[src/rtl/casc_cnt_pkg.sv]
// Shared constants and helpers for the cascadable down-counter.
package casc_cnt_pkg;

   // Width of one counter slice.
   localparam int SLICE_W = 4;

   // Total counter width for a given number of slices.
   function automatic int cnt_width(input int slices);
      return slices * SLICE_W;
   endfunction

endpackage

[src/rtl/down4_slice.sv]
// One 4-bit down-counting slice: loadable register with a borrow-in
// decrement and a combinational borrow-out for the next slice up.
module down4_slice
   import casc_cnt_pkg::*;
(
   input  logic               clk,
   input  logic               rst,
   input  logic               load,
   input  logic [SLICE_W-1:0] next_val,
   input  logic               bin,
   output logic [SLICE_W-1:0] q,
   output logic               bout
);

   logic [SLICE_W-1:0] q_reg;

   // Load wins over decrement; decrement only when borrow arrives from below.
   always_ff @(posedge clk or posedge rst) begin
      if (rst) begin
         q_reg <= '0;
      end else if (load) begin
         q_reg <= next_val;
      end else if (bin) begin
         q_reg <= q_reg - SLICE_W'(1);
      end
   end

   // Borrow propagates upward only when this slice is about to underflow.
   always_comb begin
      bout = bin & (q_reg == '0);
   end

   assign q = q_reg;

endmodule

[src/rtl/casc_down_counter.sv]
// Cascadable loadable down-counter built from 4-bit slices with a ripple
// borrow chain, optional auto-reload on underflow and a terminal-count pulse.
module casc_down_counter
   import casc_cnt_pkg::*;
#(
   parameter int SLICES      = 4,
   parameter bit AUTO_RELOAD = 1'b0
)(
   input  logic                          clk,
   input  logic                          rst,
   input  logic                          load,
   input  logic [cnt_width(SLICES)-1:0]  load_val,
   input  logic                          en,
   input  logic                          bin,
   output logic [cnt_width(SLICES)-1:0]  q,
   output logic                          zero,
   output logic                          bout,
   output logic                          done
);

   localparam int W = cnt_width(SLICES);

   logic [W-1:0]    reload_reg;
   logic            done_reg;
   logic            count_step;
   logic            reload_hit;
   logic            slice_load;
   logic [W-1:0]    slice_val;
   logic [SLICES:0] borrow_chain;
   logic [W-1:0]    q_next;

   // A count strobe is honoured only when no load is competing for the edge.
   // With auto-reload, underflow is expressed as a load of the reload value
   // so the slices' own load-over-decrement priority suppresses the wrap.
   always_comb begin
      count_step      = en & bin & ~load;
      reload_hit      = AUTO_RELOAD & count_step & zero;
      slice_load      = load | reload_hit;
      slice_val       = load ? load_val : reload_reg;
      borrow_chain[0] = count_step;
   end

   generate
      for (genvar gi = 0; gi < SLICES; gi++) begin : g_slice
         down4_slice u_slice (
            .clk      (clk),
            .rst      (rst),
            .load     (slice_load),
            .next_val (slice_val[gi*SLICE_W +: SLICE_W]),
            .bin      (borrow_chain[gi]),
            .q        (q_next[gi*SLICE_W +: SLICE_W]),
            .bout     (borrow_chain[gi+1])
         );
      end
   endgenerate

   // The reload register captures every explicit load value.
   always_ff @(posedge clk or posedge rst) begin
      if (rst) begin
         reload_reg <= '0;
      end else if (load) begin
         reload_reg <= load_val;
      end
   end

   // Terminal-count pulse: only a count step from 1 to 0 raises it.
   always_ff @(posedge clk or posedge rst) begin
      if (rst) begin
         done_reg <= 1'b0;
      end else begin
         done_reg <= count_step && (q_next == {{(W-1){1'b0}}, 1'b1});
      end
   end

   // Zero detect and borrow-out are combinational so cascades ripple in-cycle.
   always_comb begin
      zero = (q_next == '0);
      bout = borrow_chain[SLICES];
   end

   assign q    = q_next;
   assign done = done_reg;

endmodule

[config.mk]
export PLATFORM = sky130hd
export DESIGN_NAME = casc_down_counter
export DESIGN_NICKNAME = d
export VERILOG_FILES = /design/src/rtl/casc_cnt_pkg.sv /design/src/rtl/down4_slice.sv /design/src/rtl/casc_down_counter.sv
export SDC_FILE = /design/constraint.sdc
export NUM_CORES = 1
export LEC_CHECK = 0
export BUFFER_PORTS_ARGS = -buffer_cell sky130_fd_sc_hd__buf_4
export CAP_MARGIN = 20
export CORE_UTILIZATION = 50
export CTS_BUF_LIST = sky130_fd_sc_hd__clkbuf_8
export DETAILED_ROUTE_END_ITERATION = 6
export GPL_ROUTABILITY_DRIVEN = 0
export PLACE_DENSITY = 0.81
export RECOVER_POWER = 25
export SLEW_MARGIN = 25
export SYNTH_ARGS = -nofsm -noshare
export SYNTH_HDL_FRONTEND = slang
export SYNTH_SLANG_ARGS = --single-unit
[constraint.sdc]
create_clock -name clk -period 2.4 [get_ports clk]
set_clock_uncertainty 0.2 [all_clocks]
set_input_delay 0.24 -clock clk [delete_from_list [all_inputs] [get_ports clk]]
set_output_delay 0.24 -clock clk [all_outputs]
set_load 0.02 [all_outputs]
==> flow_summary.ini <==
[status]
status = finished, final reports clean

[detailed_routing]
drc_errors = 0
wire_per_inst_um = 12.9
routed_wl_um = 2470
vias_per_cell = 5.21
first_iter_violations = 25
num_vias = 995
drt_first_pass_iters = 4
drtAntennaViolNets = 0

[global_route]
overflow = 0
grt_start_max_net_pins = 32
grt.total_usage_pct = 21.9
antenna_found_initial = 0
grt_pass1_wl_um = 3970
grt_pass1_vias = 908

[worst_setup_path]
worstPathRequired_ps = 1960
startpoint_type = flop
setup.worst_path.end_class = output port
cp.arrival_ps = 1810
path_class = reg -> out
critPathMaxFanout = 4

[final_layout]
largest_register_ff_count = 16
final_nets = 195
area_delta_synth_final_pct = 37.9
drive_above_1_share_pct = 25.6
finalNonFillerCells = 191
final_common_cell = buf_4
most-common-layout-cells = buf_4, dfrtp_1, nand2_1, inv_1, clkbuf_1
final_area_um2 = 1490
antenna_cells = 0

[die]
dieArea_um2 = 2360
dieWidth_um = 48.6
die_h_um = 48.6
io_pins = 40
start_util_pct = 54.1
core-area_um2 = 2000
row_count = 16

[synth]
synthSimpleGateAreaFrac_pct = 23.3
yosys_warnings = 0
synth.area.mux_share_pct = 3.12
syn-cell-area_um2 = 1080
synth.avg_cell_area_um2 = 9.26
synth-adder-area-share_pct = 10.4
seq_area_frac_synth_pct = 39.3
synthesis.nets = 147
synth_xor_xnor_area_share_pct = 8.08
postSynthCellCount = 117
synth_area_leaders = dfrtp_1, ha_1, nand2_1
yosysUniqueCellTypes = 31
ys_ff_latch = 17
synth_top_family_by_area = simple AND/OR/NAND/NOR gates
yosysTopAreaCell = dfrtp_1
synth_compound_area_share_pct = 9.47
synth_top_area_share_pct = 39.3

[clock_tree]
insertion_delay_ps = 250
path_clk_slew_ps = 60
cts_htree_levels = 1
cts-buffers-inserted = 3
cts_sinks = 17
cts_tree = done
cts-root-buf = clkbuf_8
max-clock-path-buffers = 2

[timing]
fmax_mhz = 444
worst_pin_slew_ps = 668
min_period_over_period_pct = 93.9
hold_viol_final = 0
setup_viol = 0
slew_viol_final = 0
fin_ws_ps = 146
rsz0062_at_grt = false
fin_tns_setup_ps = 0
holdWs_ps = 3.63
slew_headroom_pct = 55.4
period_needed_ps = 2250

[placed_design]
hpwl_um = 1740
place_inst = 178
io_buffers = 39
place_ws_ps = 225
dpl-instance-area_um2 = 1390

[power_and_ir_drop]
ir_drop_v = 0.000368
power_density_nw_per_um2 = 523
power_leakage_nw = 0.693

[run]
maxCapViolations = 0

[hold_path]
hp-class = in -> reg
==> worst paths after layout <==
| check | start | end | slack (ps) | depth (start not counted) |
|---|---|---|---|---|
| setup / recovery | g_slice[2].u_slice.q[0]$_DFFE_PP0P_ | bout | 150 | 6 |
| hold / removal | load_val[8] | g_slice[2].u_slice.q[0]$_DFFE_PP0P_ | 4 | 3 |
| setup reg to reg | g_slice[0].u_slice.q[0]$_DFFE_PP0P_ | g_slice[3].u_slice.q[3]$_DFFE_PP0P_ | 250 | 6 |
| hold reg to reg | g_slice[3].u_slice.q[1]$_DFFE_PP0P_ | g_slice[3].u_slice.q[1]$_DFFE_PP0P_ | 360 | 2 |
| max in group asynchronous | rst | g_slice[2].u_slice.q[2]$_DFFE_PP0P_ | 1130 | 3 |
| min in group asynchronous | rst | done$_DFF_PP0_ | 450 | 3 |
==> report_power, final <==
| group | total (mW) | switching, mW | internal, mW |
|---|---|---|---|
| sequential | 0.351 | 0.0369 | 0.314 |
| combinational | 0.222 | 0.121 | 0.101 |
| clock | 0.208 | 0.0950 | 0.113 |
==> routing by layer <==
layer | track usage, % | wire [µm]
met4 | 7.35 | 30
met3 | 3.46 | 91
met2 | 38.0 | 1230
met1 | 27.7 | 1110
met5 | 0 | 0
==> worst max-delay path, stage by stage, from the launching register on <==
cell	delay, ps
dfrtp_1	430
inv_1	100
ha_1	160
nor4b_2	280
nand3_1	190
nor4_2	210
buf_4	190
==> cell usage after synthesis <==
cell / instances
a21oi_1: 2
nor3b_1: 1
xnor2_1: 6
a21o_1: 1
and3_2: 1
clkbuf_1: 4
dfrtp_1: 17
nor4_1: 3
nand3_1: 7
and3b_2: 1
o211ai_1: 1
o21ai_0: 9
nor4b_1: 2
xor2_1: 4
nor3b_2: 1
o311ai_0: 2
nand4_1: 2
a31oi_1: 1
mux2_2: 3
or3_1: 2
nor2_1: 3
inv_1: 13
clkbuf_2: 1
a311oi_1: 1
and2_0: 1
nor3b_4: 1
nand2_1: 14
or4_1: 1
ha_1: 9
nand4_2: 1
nor3_1: 2
==> layout make-up <==
cell class	count	area, µm²
sequential	17	425
clock inverter	1	3.75
timing repair buffer	48	333
fill	163	508
inverter	13	48.8
tap	27	33.8
multi-input combinational	82	608
clock buffer	3	41.3
==> through the flow <==
step / util (%) / total power [mW]
final: 74.6 / 0.781
after global routing: 74.6 / 0.827
after CTS: 75.8 / 0.798
after detailed placement: 69.4 / 0.574
after global placement: 69.4 / 0.566
after floorplan: - / 0.478
==> cells by family after synthesis <==
family | Yosys count
AND/OR/NAND/NOR | 43
buffers and inverters | 18
AO/OA/AOI/OAI | 17
flip-flops | 17
XOR/XNOR | 10
adder cells (fa/ha/maj) | 9
multiplexers | 3
==> what timing repair did <==
action	CTS	global route
setup buffers	0	2
cloned	0	0
setup endpoints to repair	1	1
resized for setup	2	1
endpoints found under the hold margin	23	0
hold buffers	7	0
(Power assumes the default switching activity.)
